File: config.mk
export PLATFORM = sky130hd
export DESIGN_NAME = ram_dual_port
export DESIGN_NICKNAME = d
export VERILOG_FILES = /design/src/rtl/ram_pkg.sv /design/src/rtl/ram_rd_stage.sv /design/src/rtl/ram_dual_port.sv
export SDC_FILE = /design/constraint.sdc
export NUM_CORES = 1
export LEC_CHECK = 0
export CORE_MARGIN = 1
export CORE_UTILIZATION = 35
export CTS_CLUSTER_SIZE = 28
export DETAILED_ROUTE_END_ITERATION = 8
export HOLD_SLACK_MARGIN = 0.03
export PLACE_DENSITY = 0.49
export SETUP_SLACK_MARGIN = 0.3
export SKIP_LAST_GASP = 1
export SLEW_MARGIN = 40
export SYNTH_ARGS = -nofsm -noshare
export SYNTH_HDL_FRONTEND = slang
export SYNTH_SLANG_ARGS = --single-unit
export TNS_END_PERCENT = 30
File: constraint.sdc
create_clock -name clk -period 1.6 [get_ports clk]
set_input_delay 0.24 -clock clk [delete_from_list [all_inputs] [get_ports clk]]
set_output_delay 0.24 -clock clk [all_outputs]
set_load 0.005 [all_outputs]
File: src/rtl/ram_pkg.sv
// ---------------------------------------------------------------------------
// ram_pkg
// Shared constants for the dual-port RAM slice: read-during-write policy
// encodings and the legal read-latency values, plus a small legality helper
// used when elaborating the top level.
// ---------------------------------------------------------------------------
package ram_pkg;

  // Same-address read-during-write policy encodings
  localparam int unsigned RDW_READ_FIRST  = 32'd0;
  localparam int unsigned RDW_WRITE_FIRST = 32'd1;

  // Legal read latencies (cycles)
  localparam int unsigned RD_LAT_ONE = 32'd1;
  localparam int unsigned RD_LAT_TWO = 32'd2;

  // True when the requested read latency is one the pipeline supports
  function automatic bit rd_lat_legal(input int unsigned lat);
    return (lat == RD_LAT_ONE) || (lat == RD_LAT_TWO);
  endfunction

  // True when the data width is a whole number of bytes between 8 and 64
  function automatic bit dw_legal(input int unsigned dw);
    return ((dw % 32'd8) == 32'd0) && (dw >= 32'd8) && (dw <= 32'd64);
  endfunction

endpackage

File: src/rtl/ram_rd_stage.sv
// ---------------------------------------------------------------------------
// ram_rd_stage
// One extra registered stage of the read return path. Carries the read data,
// its valid bit and its collision flag. Data is only reloaded when a valid
// read passes through, so the output word holds between valid pulses.
// Ports:
//   clk, rst_n            clock, asynchronous active-low reset
//   in_data/in_valid/in_collision    previous stage
//   out_data/out_valid/out_collision registered outputs
// ---------------------------------------------------------------------------
module ram_rd_stage #(
  parameter int unsigned DW = 32'd8
) (
  input  logic          clk,
  input  logic          rst_n,
  input  logic [DW-1:0] in_data,
  input  logic          in_valid,
  input  logic          in_collision,
  output logic [DW-1:0] out_data,
  output logic          out_valid,
  output logic          out_collision
);

  // Pipeline register: valid/collision every cycle, data only on a valid read
  always_ff @(posedge clk or negedge rst_n) begin
    if (!rst_n) begin
      out_data      <= '0;
      out_valid     <= 1'b0;
      out_collision <= 1'b0;
    end else begin
      out_valid     <= in_valid;
      out_collision <= in_collision;
      if (in_valid) begin
        out_data <= in_data;
      end else begin
        out_data <= out_data;
      end
    end
  end

endmodule

File: src/rtl/ram_dual_port.sv
// ---------------------------------------------------------------------------
// ram_dual_port
// Simple dual-port RAM (one write port, one read port, single clock) with
// byte-lane write enables, 1- or 2-cycle fully pipelined reads, a selectable
// same-address read-during-write policy and a collision flag.
// Ports:
//   clk, rst_n                         clock, asynchronous active-low reset
//   wr_cs, wr_en, wr_addr, wr_be, wr_data   write port
//   rd_cs, rd_en, rd_addr              read request
//   rd_data, rd_valid, collision       registered read return
// Storage is never reset; only the read-return pipeline is.
// ---------------------------------------------------------------------------
module ram_dual_port
  import ram_pkg::*;
#(
  parameter int unsigned DW       = 32'd8,
  parameter int unsigned AD       = 32'd4,
  parameter int unsigned RD_LAT   = 32'd1,
  parameter int unsigned RDW_MODE = 32'd0
) (
  input  logic            clk,
  input  logic            rst_n,
  input  logic            wr_cs,
  input  logic            wr_en,
  input  logic [AD-1:0]   wr_addr,
  input  logic [DW/8-1:0] wr_be,
  input  logic [DW-1:0]   wr_data,
  input  logic            rd_cs,
  input  logic            rd_en,
  input  logic [AD-1:0]   rd_addr,
  output logic [DW-1:0]   rd_data,
  output logic            rd_valid,
  output logic            collision
);

  localparam int unsigned NB    = DW / 32'd8;
  localparam int unsigned DEPTH = 32'd1 << AD;

  // Reject illegal configurations at elaboration time
  if (!dw_legal(DW)) begin : g_bad_dw
    $error("ram_dual_port: DW must be a multiple of 8 in 8..64");
  end
  if (!rd_lat_legal(RD_LAT)) begin : g_bad_lat
    $error("ram_dual_port: RD_LAT must be 1 or 2");
  end
  if (RDW_MODE > RDW_WRITE_FIRST) begin : g_bad_rdw
    $error("ram_dual_port: RDW_MODE must be 0 or 1");
  end

  logic [DW-1:0] mem [DEPTH];

  logic          wr_fire;
  logic          rd_fire;
  logic          same_addr;
  logic [DW-1:0] old_word;
  logic [DW-1:0] rd_word;
  logic [DW-1:0] s1_data;
  logic          s1_valid;
  logic          s1_collision;

  // Writes are gated by rst_n so nothing lands in the array during reset;
  // reads need no gate because the return pipeline is held in reset.
  assign wr_fire   = wr_cs & wr_en & rst_n;
  assign rd_fire   = rd_cs & rd_en;
  assign same_addr = rd_fire & wr_fire & (rd_addr == wr_addr) & (|wr_be);
  assign old_word  = mem[rd_addr];

  // Storage array: byte-lane writes, no reset so it maps onto block RAM
  always_ff @(posedge clk) begin
    for (int i = 0; i < NB; i++) begin
      if (wr_fire && wr_be[i]) begin
        mem[wr_addr][8*i +: 8] <= wr_data[8*i +: 8];
      end
    end
  end

  // Read word: write-first forwards the lanes being written this edge
  always_comb begin
    rd_word = old_word;
    for (int i = 0; i < NB; i++) begin
      if (same_addr && (RDW_MODE == RDW_WRITE_FIRST) && wr_be[i]) begin
        rd_word[8*i +: 8] = wr_data[8*i +: 8];
      end else begin
        rd_word[8*i +: 8] = old_word[8*i +: 8];
      end
    end
  end

  // First read stage: captures the addressed word on every issued read
  always_ff @(posedge clk or negedge rst_n) begin
    if (!rst_n) begin
      s1_data      <= '0;
      s1_valid     <= 1'b0;
      s1_collision <= 1'b0;
    end else begin
      s1_valid     <= rd_fire;
      s1_collision <= same_addr;
      if (rd_fire) begin
        s1_data <= rd_word;
      end else begin
        s1_data <= s1_data;
      end
    end
  end

  if (RD_LAT == RD_LAT_TWO) begin : g_lat2
    ram_rd_stage #(
      .DW (DW)
    ) u_rd_stage (
      .clk           (clk),
      .rst_n         (rst_n),
      .in_data       (s1_data),
      .in_valid      (s1_valid),
      .in_collision  (s1_collision),
      .out_data      (rd_data),
      .out_valid     (rd_valid),
      .out_collision (collision)
    );
  end else begin : g_lat1
    assign rd_data   = s1_data;
    assign rd_valid  = s1_valid;
    assign collision = s1_collision;
  end

endmodule

## Word level (Yosys, flattened, before mapping)

Memory sizes are Yosys's and may differ from the RTL's. A register that Yosys moved wholly into a read port is not among the register bits.
Index checks and enable logic that the tools add are counted.

| operators by class | value |
|---|---|
| reductions and logical operators | 2 |
| equality and inequality tests | 1 |
| mux-type cells | 2 |
| bitwise operators | 6 |

Operators with widths:

| operator | number |
|---|---|
| bitwise AND 1 bit | 6 |
| equality test 4 bit | 1 |
| two-way mux 1 bit | 2 |
| logical AND 1 bit | 1 |
| logical NOT 1 bit | 1 |

| word-level totals | value |
|---|---|
| memory bits (writable) | 128 |
| input bits | 23 |
| output and inout bits | 10 |
| memories kept | 1 |
| logic and storage cells | 14 |
| register bits after elaboration | 2 |

Memory list:

| name | words | bits a word | rd ports | clocked after memory_dff | write ports | RTL line | RTL |
|---|---|---|---|---|---|---|---|
| mem | 16 | 8 | 1 | 1 | 1 | ram_dual_port.sv:50 | `logic [DW-1:0] mem [DEPTH];` |

## Longest topological paths before layout

| depth | value |
|---|---|
| word-level depth | 5 |
| gate-level depth with buffers | 6 |

## Worst setup path after synthesis

OpenSTA, ideal clock, no wires.

| timing path | value |
|---|---|
| kind | input to register |
| from | input wr_be |
| to | memory mem[0][0] (netlist name), enable pin |
| setup time | 0.383 ns |
| arrival | 1.365 ns |
| stages on the path | 3 |
| required time | 1.217 ns |
| slack | -0.148 ns |
| cells stage by stage | nand4_1 or3_1 nor3_1 |

| between the ends | value |
|---|---|
| cells in the longest elaborated chain, start to end | 3 |

RTL lines:

| what | RTL line | RTL |
|---|---|---|
| start, declared | ram_dual_port.sv:26 | `input logic [DW/8-1:0] wr_be,` |
| logical AND 1 bit | ram_dual_port.sv:71 | `if (wr_fire && wr_be[i]) begin` |
| two-way mux 1 bit | ram_dual_port.sv:71 |  |
| two-way mux 1 bit (implied by the code) | ram_dual_port.sv:72 | `mem[wr_addr][8*i +: 8] <= wr_data[8*i +: 8];` |
| end, declared | ram_dual_port.sv:50 |  |

No other way between the ends.

## Worst setup path after layout

| timing path | value |
|---|---|
| from | register s1_data[7] (netlist: rd_data[7]), read port of mem |
| to | output rd_data[7] |

RTL lines:

| what | RTL line | RTL |
|---|---|---|
| start, declared | ram_dual_port.sv:57 | `logic [DW-1:0] s1_data;` |
| end, declared | ram_dual_port.sv:31 | `output logic [DW-1:0] rd_data,` |

No word-level cell between the ends.

==> flow_metrics.tcl <==
set metrics [dict create \
    tightest_slew_ns 0.3206 \
    fin_setup_tns_ns 0 \
    drcViolationCount 0 \
    cts-root-buf "clkbuf_16" \
    combinationalPowerShare_pct 6.6 \
    startpoint "rd_data[7]" \
    period_minus_slack_ns 1.320 \
    grt_pass1_vias 3091 \
    switching_share_pct 20.63 \
    grt_overflow 0 \
    drv_slew 0 \
    crit_buf_inv 1 \
    syn-num-nets 356 \
    whs_ns 0.3667 \
    power.switching_mw 1.735 \
    grt_max_degree 20 \
    finalCritPeriodShare_pct 82.51 \
    die_w_um 127.1 \
    hold_path_class "primary input to asynchronous set/reset pin" \
    grt_use_total_pct 16.97 \
    n_antenna_cell 0 \
    yosys-mux-area-fraction_pct 11.69 \
    r2r_start "mem[1][5]" \
    synth-simple-area-share_pct 7.012 \
    cts_sinks 138 \
    ys_seq_elements 138 \
    tritoncts "yes" \
    core-area_mm2 0.01526 \
    pin_count 33 \
    synth_area_leaders "edfxtp_1 70%, mux2i_1 12%, dfrtp_1 4.6%" \
    clkPwrFrac_pct 45.6 \
    start_util_pct 35.90 \
    crit_required_ns 1.36 \
    yosysUniqueCellTypes 23 \
    p_per_area_mw_per_mm2 1164 \
    critPathLaunchType "flip-flop" \
    drt_iter0_markers 288 \
    grt_pass1_wl_um 18730 \
    num_rows 45 \
    synth_fa_ha_area_share_pct 0 \
    via_per_inst 4.822 \
    worstSetupEndpointType "output pin" \
    status "completed" \
    peakVddDrop_v 0.0007714 \
    cap_violations 0 \
    setup_viol_count_final 0 \
    layout.nets 441 \
    synth_largest_area_cell "edfxtp_1" \
    syn_inst 333 \
    intPower_mw 6.678 \
    dpl-instance-area_mm2 0.006619 \
    timing.rr.end "rd_data[5]" \
    numCtsBuffers 17 \
    crit_family "flip-flops" \
    antenna_left 0 \
    fillers 1317 \
    gp_congestion 0.8105 \
    crit_arrival_ns 1.08 \
    htree_levels 4 \
    finalInstanceArea_mm2 0.007231 \
    leakagePower_nw 2.690 \
    dieArea_mm2 0.01615 \
    netlist.area_leader.share_pct 70.17 \
    antenna_found_initial 0 \
    rsz0062_at_grt "true" \
    drt_wl_total_um 12500 \
    synth_xor_area_share_pct 0.6396 \
    max_freq_ghz 0.7575 \
    drtPass1Iterations 4 \
    synth_compound_area_share_pct 3.289 \
    ff2ff_setup_slack_ns 0.49 \
    synth_top_family_by_area "multiplexers" \
    numPortBuffers 32 \
    vias 3096 \
    synthToLayoutAreaGrowth_pct 32.00 \
    slew_headroom_pct 78.02 \
    p_seq_share_pct 47.7 \
    worst_path_max_delay_cell "dfrtp_1" \
    cts.path.max_buffers 2 \
    crit_type "flip-flop to output pin" \
    path_cells "dlygate4sd2_1" \
    dpl.hpwl_um 8776 \
    yosysWarnings 0 \
    drive_above_1_share_pct 24.59 \
    insertion_delay_ns 0.42 \
    r2r_cells 4 \
    cp.depth 1 \
    netlist_area_mm2 0.005478 \
    path_max_fanout 2 \
    slowest_delay_ns 0.39 \
    wire_per_inst_um 19.46 \
    path_clk_slew_ns 0.06 \
    fin_util_pct 47.39 \
    avgSynthCellArea_um2 16.45 \
    finalHoldViolations 0 \
    fin_skew_ns 0.01018 \
    fp.dieH_um 127.1 \
    ys_seq_area_share_pct 74.74 \
]
## power by group through the flow
stage	registers [mW]	clock network (mW)	logic (mW)
final	4.02	3.84	0.557
after detailed placement	4.09	0	0.592
after CTS	4.02	3.91	0.569
after floorplan	4.09	0	0.240
after global placement	4.09	0	0.588
after global routing	4.02	4.05	0.604
## worst max-delay path by stage
stage	slack, ns	endpoint
after floorplan	0.15	mem[0][0]
after global placement	-0.54	mem[0][2]
after detailed placement	-0.56	mem[0][2]
after CTS	0.11	rd_valid
after global routing	0.23	rd_data[7]
final	0.28	rd_data[7]
## cell type report
type | instances | area [um2] | share of cell area [%]
Sequential cell | 138 | 4094 | 56.62
Timing Repair Buffer | 84 | 902.1 | 12.48
Inverter | 2 | 7.507 | 0.1038
Tap cell | 211 | 264.0 | 3.651
Clock inverter | 13 | 152.6 | 2.111
Multi-Input combinational cell | 175 | 1378 | 19.05
Clock buffer | 19 | 432.9 | 5.987
## layer usage
layer | share of wire (%) | GRT usage, % | wire [um]
met3 | 3.9 | 4.774 | 490
met2 | 51 | 27.80 | 6344
met1 | 43 | 20.88 | 5381
met4 | 2.2 | 7.913 | 280
met5 | 0 | 0 | 0
## timing repair
action | 4_1_cts | 5_1_grt
hold endpoints to repair | 10 | 0
gates resized for setup | 22 | 5
pin swaps | 5 | 3
buffers inserted | 0 | 1
hold buffers | 1 | 0
setup endpoints to repair | 147 | 91
## placed cells by master (no fill, tap or decap), types with 3 or more instances in the layout
cell,netlist,layout
clkinv_2,0,6
dlymetal6s2s_1,0,5
xnor2_1,3,3
mux2i_1,64,64
bufinv_16,0,3
clkbuf_16,0,17
edfxtp_1,128,128
nand4_1,10,10
dlygate4sd2_1,0,13
nand2_1,28,25
dfrtp_1,10,10
nor3_4,0,4
a22oi_1,24,24
buf_4,2,36
nor2_2,1,8
nor2_4,0,6
nand3_1,17,16
clkdlybuf4s50_1,0,12
buf_12,0,16
## cell families (layout without fill, tap and decap cells)
logic type,Yosys count,count (layout)
flops,138,138
simple gates,83,83
mux,64,64
compound gates,24,24
buf+inv,20,118
xor+xnor,4,4
## Yosys cell counts
library cell and number:
nor2b_1 2, buf_2 7, xor2_1 1, and3_1 1
nor3_1 5, edfxtp_1 128, dfrtp_1 10, clkbuf_1 3
nand3_1 17, nor2_2 1, nor2_1 15, nand2_1 28
a22oi_1 24, and2_1 1, xnor2_1 3, or3_1 1
mux2i_1 64, buf_4 2, inv_1 2, nand4_1 10
nand2b_1 2, buf_6 4, buf_8 2
## state kept, by name (all words and copies together), names as in the netlist
register,cells
collision,1
mem,128
rd_data,8
rd_valid,1
## stage by stage
stage	power (mW)	setup WS [ns]	std cells
CTS	8.495	0.1117	641
floorplan	4.329	0.1513	333
detailed placement	4.684	-0.5560	608
global route	8.677	0.2326	642
finish	8.413	0.2799	642
global placement	4.680	-0.5410	608
(Power assumes the default switching activity.)
